File: config.mk
export PLATFORM = sky130hd
export DESIGN_NAME = calc_result_display
export DESIGN_NICKNAME = d
export VERILOG_FILES = /design/src/rtl/calc_result_display.sv
export SDC_FILE = /design/constraint.sdc
export NUM_CORES = 1
export LEC_CHECK = 0
export ABC_AREA = 1
export CORE_ASPECT_RATIO = 0.9
export CORE_MARGIN = 2
export CORE_UTILIZATION = 27
export CTS_BUF_LIST = sky130_fd_sc_hd__clkbuf_16
export DETAILED_ROUTE_END_ITERATION = 8
export MAX_ROUTING_LAYER = met4
export PLACE_DENSITY_LB_ADDON = 0.3
export SYNTH_ARGS = -nofsm -noshare
export SYNTH_HDL_FRONTEND = slang
export SYNTH_SLANG_ARGS = --single-unit
File: constraint.sdc
create_clock -name clk -period 5.9 [get_ports clk]
set_input_delay 1.77 -clock clk [delete_from_list [all_inputs] [get_ports clk]]
set_output_delay 1.77 -clock clk [all_outputs]
set_load 0.05 [all_outputs]
File: src/rtl/calc_result_display.sv
// Display end of the calculator: 9-bit two's-complement value -> sign + 3 BCD digits
// (sequential double-dabble) -> 4-digit multiplexed active-low 7-segment display.
//
// state   | meaning
// IDLE    | waiting for value_valid, display shows last latched number
// CONVERT | 9 add-3/shift steps on {bcd,mag}
// LATCH   | glyphs with leading-zero suppression copied to display regs, done pulse
module calc_result_display #(
    parameter int REFRESH_DIV = 50000
) (
    input  logic       clk,
    input  logic       reset,
    input  logic [8:0] value,
    input  logic       value_valid,
    input  logic       blank,
    output logic       busy,
    output logic       done,
    output logic [3:0] anode,
    output logic [6:0] seg
);
    localparam int CNT_W = (REFRESH_DIV > 1) ? $clog2(REFRESH_DIV) : 1;
    localparam logic [CNT_W-1:0] CNT_LAST = CNT_W'(REFRESH_DIV - 1);
    localparam logic [6:0] GLYPH_BLANK = 7'b1111111;
    localparam logic [6:0] GLYPH_MINUS = 7'b0111111;

    typedef enum logic [1:0] {IDLE, CONVERT, LATCH} state_t;

    state_t            state, state_nxt;
    logic              neg;
    logic [8:0]        mag;
    logic [11:0]       bcd, bcd_adj;
    logic [3:0]        bit_cnt;
    logic [3:0][6:0]   disp;
    logic [CNT_W-1:0]  refresh_cnt;
    logic [1:0]        scan_idx;

    function automatic logic [6:0] glyph(input logic [3:0] d);
        case (d)
            4'd0:    return 7'b1000000;
            4'd1:    return 7'b1111001;
            4'd2:    return 7'b0100100;
            4'd3:    return 7'b0110000;
            4'd4:    return 7'b0011001;
            4'd5:    return 7'b0010010;
            4'd6:    return 7'b0000010;
            4'd7:    return 7'b1111000;
            4'd8:    return 7'b0000000;
            4'd9:    return 7'b0010000;
            default: return GLYPH_BLANK;
        endcase
    endfunction

    always_comb begin
        bcd_adj = bcd;
        for (int i = 0; i < 3; i++) begin
            if (bcd[i*4 +: 4] >= 4'd5) bcd_adj[i*4 +: 4] = bcd[i*4 +: 4] + 4'd3;
        end
    end

    always_comb begin
        state_nxt = state;
        case (state)
            IDLE:    if (value_valid) state_nxt = CONVERT;
            CONVERT: if (bit_cnt == 4'd8) state_nxt = LATCH;
            LATCH:   state_nxt = IDLE;
            default: state_nxt = IDLE;
        endcase
    end

    always_ff @(posedge clk) begin
        if (reset) state <= IDLE;
        else       state <= state_nxt;
    end

    assign busy = (state != IDLE);

    always_ff @(posedge clk) begin
        if (reset) begin
            neg     <= 1'b0;
            mag     <= '0;
            bcd     <= '0;
            bit_cnt <= '0;
            done    <= 1'b0;
            disp    <= {4{GLYPH_BLANK}};
        end else begin
            done <= 1'b0;
            case (state)
                IDLE: begin
                    if (value_valid) begin
                        neg     <= value[8];
                        // -256 negates to 9'h100, which reads as 256 unsigned
                        mag     <= value[8] ? (~value + 9'd1) : value;
                        bcd     <= '0;
                        bit_cnt <= '0;
                    end
                end
                CONVERT: begin
                    {bcd, mag} <= {bcd_adj, mag} << 1;
                    bit_cnt    <= bit_cnt + 4'd1;
                end
                LATCH: begin
                    disp[3] <= neg ? GLYPH_MINUS : GLYPH_BLANK;
                    disp[2] <= (bcd[11:8] == 4'd0) ? GLYPH_BLANK : glyph(bcd[11:8]);
                    disp[1] <= (bcd[11:8] == 4'd0 && bcd[7:4] == 4'd0) ? GLYPH_BLANK
                                                                       : glyph(bcd[7:4]);
                    disp[0] <= glyph(bcd[3:0]);
                    done    <= 1'b1;
                end
                default: ;
            endcase
        end
    end

    always_ff @(posedge clk) begin
        if (reset) begin
            refresh_cnt <= '0;
            scan_idx    <= '0;
            anode       <= 4'b1111;
            seg         <= GLYPH_BLANK;
        end else begin
            if (refresh_cnt == CNT_LAST) begin
                refresh_cnt <= '0;
                scan_idx    <= scan_idx + 2'd1;
            end else begin
                refresh_cnt <= refresh_cnt + CNT_W'(1);
            end
            anode <= blank ? 4'b1111 : ~(4'b0001 << scan_idx);
            seg   <= disp[scan_idx];
        end
    end
endmodule

-- Word level (Yosys, flattened, before mapping)
Memories as Yosys holds them, arrays and structs flattened. A register that Yosys moved wholly into a read port is not among the register bits.
Cells that the tools add are included.
- flip-flop bits (word level): 79
- memory bits (read-only): 336
- output and inout port bits: 13
- memories: 3
- memories (memory ; words ; width ; read ports ; clocked after memory_dff ; wr ports ; line ; RTL):
    (no name shown) ; 16 ; 7 ; 1 ; 1 ; 0 ; 38 ; case (d)
    (no name shown) ; 16 ; 7 ; 1 ; 1 ; 0 ; 38 ;
    (no name shown) ; 16 ; 7 ; 1 ; 1 ; 0 ; 38 ;
- $add $sub $neg: 7
- $lt $le $gt $ge: 4
- equality and inequality tests: 6
- shift-type cells: 1
- mux-type cells: 23
- bitwise operators: 2
- reductions and logical operators: 11
- operators with widths (kind ; number):
    $mux 4 ; 7
    $mux 7 ; 4
    $pmux 12 s2 ; 1
    $mux 9 ; 2
    $pmux 9 s2 ; 1
    $add 16x1->16 const B ; 1
    $eq 16x16->1 const B ; 1
    $bmux 7 s2 ; 1
    $ge 4x3->1 const B ; 3
    $mux 12 ; 1
    $add 9x1->9 const B ; 1
    $not 9->9 ; 1
    $add 4x2->4 const B ; 2
    $logic_not 4->1 ; 2
    $pmux 4 s2 ; 1
    $reduce_and 2->1 ; 3
    $add 4x1->4 const B ; 1
    $eq 4x4->1 const B ; 1
    $mux 2 ; 2
    $ne 2x2->1 const B ; 2
    $not 4->4 ; 1
    $pmux 2 s2 ; 1
    $reduce_bool 2->1 ; 2
    $reduce_or 2->1 ; 2
    10 further kinds ; 10

-- Logic depth before layout (Yosys ltp)
- depth in word-level cells: 5
- mapped depth: 14
- depth with buffers taken out: 14

-- Worst setup path after synthesis
Ideal clock, no wire load.
- path type: input-to-reg
- start: input reset
- end: register with a tool-made name
- library setup time: 0.121 ns
- arrival time: 2.976 ns
- data required time: 5.779 ns
- slack: 2.803 ns
- cell stages on the path: 11
- buffers on the path: 3
- cells stage by stage: buf_6 inv_2 buf_6 buf_2 nand2_1 inv_1 ha_1 nand3_1 nand2_1 nand2_1 nand2_1
- RTL lines (item ; line ; RTL):
    from (decl) ; 12 ; input logic reset,

-- Worst setup path after layout
- start: register state[0]
- end: output busy
- longest elaborated chain between the ends: 1
- ends and longest elaborated chain (item ; line ; RTL):
    from (decl) ; 28 ; state_t state, state_nxt;
    from (signal assigned) ; 72 ; else state <= state_nxt;
    $reduce_bool 2->1 ; 75 ; assign busy = (state != IDLE);
    to (decl) ; 16 ; output logic busy,
No other way between the ends.

==> impl_metrics.yaml <==
grt:
  track_usage_pct: 11.7
  overflow: 0
  grt_pass1_wl_um: 16600
  first_global_vias: 3456
  antenna_found_initial: 0
  grt_max_degree: 26
yosys:
  synthCells: 592
  synth_top_area_share_pct: 41.2
  yosysSeqAreaShare_pct: 41.2
  synth-seq-cells: 94
  synthFlopType: "dfxtp_1"
  synth_cell_type_count: 42
  synth_edf_count: 0
  yosysMostFrequentCell: "nand2_1"
  synthesis.nets: 633
  synth_area_leaders: "dfxtp_1 (41%), nand2_1 (11%), ha_1 (7.7%), inv_1 (4.8%), nor2_1 (4.8%)"
  async_flop_share_pct: 0
  syn_area_mm2: 0.00457
  synth_commonest_cells: "nand2_1 (139), dfxtp_1 (94), inv_1 (59)"
  yosysTopAreaCell: "dfxtp_1"
  yosysWarnings: 0
  synth_area_per_cell_um2: 7.72
die:
  core-area_mm2: 0.0167
  die_w_um: 141
  initial_core_util_pct: 27.3
  die_area_mm2: 0.0180
  die_h_um: 127
  boundaryPins: 26
  row_count: 45
clock_network:
  cts-hold-fix-buffers: 0
  root_buffer: "clkbuf_16"
  cts_tree: "yes"
  clkTransAtPathRegs_ps: 70
  clk_latency_ps: 340
  htreeDepth: 3
  cts_setup_buffers: 0
  clk_path_buf_depth: 2
  post_cts_resized: 0
  tritoncts.num_buffers: 9
  clock_sinks: 94
sta:
  worst_pin_slew_ps: 644
  maxSlewHeadroom_pct: 56.8
  rsz0062_at_grt: "no"
  whs_ps: 441
  fmax_mhz: 284
  setup_violations: 0
  layout_min_cycle_time_ps: 3520
  finClkSkew_ps: 8.88
  slew_violations: 0
  fin_ws_ps: 2380
  period_share_pct: 59.6
  hold_viol_final: 0
  fin_tns_setup_ps: 0
placed_design:
  io_buffers: 25
  gp_congestion: 0.841
  dpl.hpwl_um: 7120
  place_ws_ps: 2180
  dpl.cell_count: 819
routing:
  drt-initial-drc-count: 213
  viasPerCell: 4.47
  post-route-drc-count: 0
  vias: 3729
  dr.pass1.iters: 4
  routed_wl_um: 9560
  ant_nets: 0
  wl_per_cell_um: 11.5
worst_setup_path:
  endpoint_kind: "output pin"
  critPathKind: "reg2out"
  critical_path_peak_fanout: 4
  required_ps: 4130
  start_kind: "register"
  arrival_ps: 1750
finish:
  layout.cells.non_filler: 834
  drive_above_1_share_pct: 8.99
  fillCellCount: 1799
  synthToLayoutAreaGrowth_pct: 15.9
  antennaDiodeCount: 0
  post-route-util_pct: 31.7
  nets: 660
outcome:
  status: "completed"
pwr:
  p_per_area_mw_per_mm2: 240
  ir_worst_vdd_mv: 0.133
  power_leakage_nw: 2.29
job:
  cap_violations: 0
hold_path:
  hold_path.class: "reg2reg"
-- layout by cell type (no fill, tap or decap), types with 3 or more instances in the layout --
| cell | Yosys | routed |
|---|---|---|
| o21ai_1 | 3 | 3 |
| nand2_1 | 139 | 139 |
| o22ai_1 | 16 | 16 |
| or2_2 | 3 | 3 |
| nor2_1 | 58 | 58 |
| a21oi_1 | 29 | 29 |
| nand3_1 | 29 | 29 |
| nand2_4 | 4 | 4 |
| clkbuf_16 | 0 | 9 |
| nand3b_1 | 4 | 4 |
| clkdlybuf4s50_1 | 0 | 25 |
| ha_1 | 28 | 28 |
| xor2_1 | 6 | 6 |
| dfxtp_1 | 94 | 94 |
| o311ai_0 | 6 | 6 |
| clkinv_4 | 2 | 3 |
| buf_4 | 0 | 3 |
| nor3_1 | 9 | 9 |
| nand4_1 | 8 | 8 |
| o21ai_0 | 40 | 40 |
| nand3_2 | 4 | 4 |
| inv_1 | 59 | 59 |
| o211ai_1 | 4 | 4 |
| nand2_2 | 10 | 10 |
-- metal layers --
layer,global-route usage (%),up-vias,routed length [µm]
li1,-,2013,-
met2,17.2,54,3870
met3,3.15,7,349
met5,-,-,0
met4,2.47,0,66
met1,16.3,1655,5270
-- power by group --
group	total (mW)	internal (mW)	leakage, nW	switching, mW
registers	0.652	0.645	0.762	0.00696
clock network	0.541	0.288	0.136	0.253
logic	0.0809	0.0278	1.39	0.0531
-- critical path: stages (launching register included) --
cell and delay [ps]:
dfxtp_1 460, nor2_1 90, inv_1 60, clkdlybuf4s50_1 790
-- metrics by stage --
stage	total power, mW	area, µm²
2_1_floorplan	0.724	4570
3_3_place_gp	0.748	5030
3_5_place_dp	0.749	5030
4_1_cts	1.29	5300
5_1_grt	1.33	5300
6_report	1.27	5300
-- cell type report --
type                       instances  area [µm²]  share of cell area [%]
inverter                          66         263                    4.96
sequential                        94        1880                    35.5
clock inverter                     6        46.3                   0.874
clock buffer                       9         225                    4.25
multi-input combinational        420        2350                    44.3
timing repair buffer              28         273                    5.15
tap                              211         264                    4.98
-- worst paths after layout --
| path | cells past startpoint | slack [ps] | start | end |
|---|---|---|---|---|
| worst min-delay path | 2 | 440 | register | disp[18]$_SDFFE_PP1P_ |
| worst max register to register | 13 | 3850 | bcd[0]$_SDFFE_PP0N_ | register |
| worst max-delay path | 3 | 2380 | state[0]$_SDFFE_PP0P_ | busy |
| worst min register to register | 2 | 440 | register | disp[18]$_SDFFE_PP1P_ |
-- cells by family after synthesis --
family | Yosys count | share of synthesized area [%]
buffers and inverters | 78 | 7.53
adders and majority gates | 28 | 7.66
DFF | 94 | 41.2
AOI/OAI and AO/OA | 107 | 13.9
and+or+nand+nor | 277 | 28.2
xor gates and xnor gates | 8 | 1.53
Power figures use the tool's default switching activity.
==> variant 1: new RTL, config.mk and constraints unchanged <==
`REFRESH_DIV`: 50000 -> 100000.
--- a/src/rtl/calc_result_display.sv
+++ b/src/rtl/calc_result_display.sv
@@ -6,7 +6,7 @@
 // CONVERT | 9 add-3/shift steps on {bcd,mag}
 // LATCH   | glyphs with leading-zero suppression copied to display regs, done pulse
 module calc_result_display #(
-    parameter int REFRESH_DIV = 50000
+    parameter int REFRESH_DIV = 100000
 ) (
     input  logic       clk,
     input  logic       reset,
Function: no difference found for any inputs over 10 cycles, from zero or initial values and one cycle with reset high; that may be too few to reach the edited logic, so the function may still have changed.
==> variant 1 against the original RTL <==
- setup slack better by 0.024 ns
- first-iteration DRC count is 8.9% higher
- critical path depth stayed put
- routed wire length is 1.6% higher
- hold slack better by 0.0011 ns
- total power is 1.3% higher
- final area is 0.73% lower
- sequential cell count is 1 higher
- area after synthesis is 1.5% lower
- largest power group unchanged
==> variant 1: results (changes against the original RTL) <==
* Vias in the first global route at 3451 (was 3456)
* Slew HR at 57.2% (was 56.8%)
* Clock slew at reported path FFs at 0.07 ns (about the same)
* All-Layer GR Usage at 11.9% (was 11.7%)
* CTS buffer count at 9 (unchanged)
* Hold crit path type: register to register (unchanged)
* Clk buf depth at 2 (unchanged)
* Non-filler instance count after layout at 842 (was 834)
* Synth unique cells at 37 (was 42)
* Largest net degree at the start of global routing at 46 (was 26)
* Outcome: finished, final reports clean (unchanged)
* Wire per inst at 11.5 um (about the same)
* Synth top cells by count: 155 x nand2_1, 95 x dfxtp_1, 65 x inv_1, 57 x nor2_1, 40 x o21ai_0 (was 139 x nand2_1, 94 x dfxtp_1, 59 x inv_1, 58 x nor2_1, 40 x o21ai_0)
* Worst clock skew at 0.00935 ns (was 0.00888 ns)
* Initial DRC count at 232 (was 213)
* Synth Warn # at 0 (unchanged)
* # nets final at 672 (was 660)
* Drt pass-1 iters at 6 (was 4)
* Worst skew pair latency at 0.34 ns (about the same)
* Post-Synthesis Cells at 604 (was 592)
* First-pass GRT wire length at 16700 um (was 16600 um)
* H-tree levels at 3 (unchanged)
* Max-slew violations at 0 (unchanged)
* GPL Wtd Cong at 0.815 (was 0.841)
* Post-synthesis sequential area ratio at 42.2% (was 41.2%)
* Initial antenna violation count at 0 (unchanged)
* Via count at 3776 (was 3729)
* Postcts setup bufs at 0 (unchanged)
* Area contributors post-synth: dfxtp_1 42%, nand2_1 13%, ha_1 7.8% (was dfxtp_1 41%, nand2_1 11%, ha_1 7.7%)
* DP HPWL at 6960 um (was 7120 um)
* Ys async rst share at 0% (unchanged)
* Worst VDD drop at 0.124 mV (was 0.133 mV)
* Fillers at 1711 (was 1799)
* CTS root buffer: clkbuf_16 (unchanged)
* Synth Flop Type: dfxtp_1 (unchanged)
* Crit Path Max Fanout at 3 (was 4)
* CP arrival at 1.72 ns (was 1.75 ns)
* ANT cells at 0 (unchanged)
* Share of cells above drive strength 1 at 5.67% (was 8.99%)
* CP top delay family: buffers and inverters (unchanged)
* Cts repair resizes at 0 (unchanged)
* Inst Count DP at 827 (was 819)
* Syn Nets at 645 (was 633)
* Port-buffer cells at 25 (unchanged)
* Leakage dissipation at 2.31 nW (was 2.29 nW)
* Critical-path top delay cell: clkdlybuf4s50_1 (unchanged)
* CP max stage delay at 0.80 ns
[variant 1: layer usage]
metal	GRT usage [%]	vias up	share of wire (%)
met2	16.1	71	38
met4	3.45	0	1.3
met5	-	-	0
li1	-	2025	-
met1	17.2	1669	57
met3	3.06	11	4.0
[variant 1: tightest hold or removal path, cell delays in order (launching register included)]
cell and delay, ns:
dfxtp_1 0.31, o22ai_1 0.06, nand2_1 0.05
[variant 1: path summary, 6_finish.rpt]
path | startpoint | endpoint | slack [ns] | cells after the start
max | state[1] | busy | 2.41 | 3
min reg2reg | register | disp[14] | 0.44 | 2
min | register | disp[14] | 0.44 | 2
max reg2reg | state[0] | register | 3.69 | 12
[variant 1: through the flow]
stage	area (um^2)	total power, mW	worst slack, ns
2_1_floorplan	4500	0.723	2.83
3_3_place_gp	4980	0.750	2.15
3_5_place_dp	4980	0.750	2.10
4_1_cts	5260	1.31	2.39
5_1_grt	5260	1.34	2.22
6_report	5260	1.29	2.41
[variant 1: kinds of logic after synthesis]
family	Yosys count	share of synthesized area [%]
XOR/XNOR	11	2.14
AO/OA/AOI/OAI	111	14.5
AND/OR/NAND/NOR	274	26.0
adder cells (fa/ha/maj)	28	7.78
flip-flops	95	42.2
buffers and inverters	85	7.31
[variant 1: layout make-up]
type	instances	area share, %
Multi-Input combinational cell	424	43.2
Sequential cell	95	36.2
Timing Repair Buffer	28	5.19
Clock buffer	9	4.28
Tap cell	207	4.92
Inverter	73	5.21
Clock inverter	6	1.05
[variant 1: report_power, final]
part | switching [mW] | leakage (nW) | internal (mW)
logic | 0.0511 | 1.39 | 0.0262
clock network | 0.232 | 0.145 | 0.321
registers | 0.00670 | 0.770 | 0.652
==> variant 2: new RTL, same flow settings <==
Made on the original files. Re-encode `state_t` (3 states) as one-hot, 3 bits wide.
--- a/src/rtl/calc_result_display.sv
+++ b/src/rtl/calc_result_display.sv
@@ -23,7 +23,7 @@
     localparam logic [6:0] GLYPH_BLANK = 7'b1111111;
     localparam logic [6:0] GLYPH_MINUS = 7'b0111111;
 
-    typedef enum logic [1:0] {IDLE, CONVERT, LATCH} state_t;
+    typedef enum logic [2:0] {IDLE = 3'b001, CONVERT = 3'b010, LATCH = 3'b100} state_t;
 
     state_t            state, state_nxt;
     logic              neg;
Check against the original RTL: no difference found for any inputs over 10 cycles, from zero or initial values and one cycle with reset high; not proved beyond that.
==> variant 2 against the original RTL <==
- combinational power is 7.4% higher
- total power is 7.9% higher
- setup slack got worse by 0.66 ns
- via count up 1.5%
- hold slack improved by 0.0020 ns
- routed wire length increased by 4.5%
- final area increased by 0.73%
- area after synthesis up 0.33%
- clock power up 16%
- sequential cell count rose by 1
- sequential power rose by 1%
- largest cell class unchanged
==> variant 2: results (changes against the original RTL) <==
* Outcome: finished, final reports clean (unchanged)
* Synth Warn # at 0 (unchanged)
* Postcts setup bufs at 0 (unchanged)
* Post-DP Area at 5010 um^2 (was 5030 um^2)
* All-Layer GR Usage at 12.1% (was 11.7%)
* Slew HR at 30.1% (was 56.8%)
* Clk buf depth at 2 (unchanged)
* Area contributors post-synth: dfxtp_1 41%, nand2_1 12%, ha_1 7.6% (was dfxtp_1 41%, nand2_1 11%, ha_1 7.7%)
* Initial antenna violation count at 0 (unchanged)
* Initial DRC count at 282 (was 213)
* Largest net degree at the start of global routing at 31 (was 26)
* Inst Count DP at 845 (was 819)
* Synth top cells by count: 150 x nand2_1, 95 x dfxtp_1, 75 x nor2_1, 61 x inv_1, 45 x nand3_1 (was 139 x nand2_1, 94 x dfxtp_1, 59 x inv_1, 58 x nor2_1, 40 x o21ai_0)
* Vias in the first global route at 3574 (was 3456)
* Final WL at 9990 um (was 9560 um)
* Critical register-to-register path startpoint: state[1] (was bcd[0])
* ANT cells at 0 (unchanged)
* Port-buffer cells at 25 (unchanged)
* Syn Nets at 669 (was 633)
* Worst skew pair latency at 0.34 ns (about the same)
* GPL Wtd Cong at 0.815 (was 0.841)
* Internal power at 1.05 mW (was 0.961 mW)
* Cts repair resizes at 0 (unchanged)
* CTS buffer count at 9 (unchanged)
* Mapped Avg Cell Area at 7.30 um^2 (was 7.72 um^2)
* CP arrival at 4.41 ns (was 1.75 ns)
* Hold crit path type: register to register (unchanged)
* Share of cells above drive strength 1 at 6.62% (was 8.99%)
* CP max stage delay at 0.87 ns (was 0.79 ns)
* Via count at 3785 (was 3729)
* DP HPWL at 7000 um (was 7120 um)
* Critical-path top delay cell: inv_1 (was clkdlybuf4s50_1)
* Setup WS pre-CTS at 1.35 ns (was 2.18 ns)
* Ys async rst share at 0% (unchanged)
* Clock slew at reported path FFs at 0.07 ns (about the same)
* First-pass GRT wire length at 17300 um (was 16600 um)
* # nets final at 686 (was 660)
* Crit Path Max Fanout at 28 (was 4)
* Post-synthesis sequential area ratio at 41.5% (was 41.2%)
* Max_cap viols at 0 (unchanged)
* Worst clock skew at 0.00987 ns (was 0.00888 ns)
* Worst VDD drop at 0.134 mV (was 0.133 mV)
* Via density at 4.40 (was 4.47)
* Synth unique cells at 37 (was 42)
* CTS root buffer: clkbuf_16 (unchanged)
* Synth Flop Type: dfxtp_1 (unchanged)
* Drt pass-1 iters at 4 (unchanged)
* H-tree levels at 3 (unchanged)
* Leakage dissipation at 2.37 nW (was 2.29 nW)
* Setup crit start: reset (was state[0])
variant 2: cells by family (layout without fill, tap and decap cells):
| family | Yosys count | count (layout) | synth area share (%) |
|---|---|---|---|
| and+or+nand+nor | 315 | 315 | 29.9 |
| buffers and inverters | 90 | 112 | 7.86 |
| adders and majority gates | 28 | 28 | 7.64 |
| xor gates and xnor gates | 7 | 7 | 1.34 |
| AOI/OAI and AO/OA | 93 | 93 | 11.8 |
| DFF | 95 | 95 | 41.5 |
variant 2: layout make-up:
cell class / instances / area, um^2
clock buffer: 9 / 225
sequential: 95 / 1900
timing repair buffer: 27 / 265
fill: 1811 / 11400
multi-input combinational: 443 / 2320
clock inverter: 7 / 97.6
tap: 211 / 264
inverter: 69 / 259
variant 2: worst max-delay path, delay by kind of cell:
kind | cells | cell delay (ns)
buf+inv | 2 | 1.65
simple gates | 4 | 0.63
fa+ha+maj | 1 | 0.34
variant 2: power by group through the flow:
stage / Clock (mW) / Combinational, mW / Sequential [mW]
CTS: 0.646 / 0.0878 / 0.660
global route: 0.673 / 0.0991 / 0.661
global placement: 0 / 0.0874 / 0.675
finish: 0.627 / 0.0869 / 0.660
floorplan: 0 / 0.0632 / 0.675
detailed placement: 0 / 0.0875 / 0.675
variant 2: metal layers:
| layer | global-route usage (%) | share of wire, % |
|---|---|---|
| met1 | 16.7 | 55 |
| met2 | 17.6 | 40 |
| met3 | 2.95 | 2.9 |
| met4 | 3.59 | 1.3 |
| met5 | - | 0 |
variant 2: final timing paths:
path | to | slack, ns | cells past startpoint
worst max register to register | register | 3.07 | 12
worst min-delay path | disp[12] | 0.44 | 2
worst min register to register | disp[12] | 0.44 | 2
worst max-delay path | register | 1.72 | 7
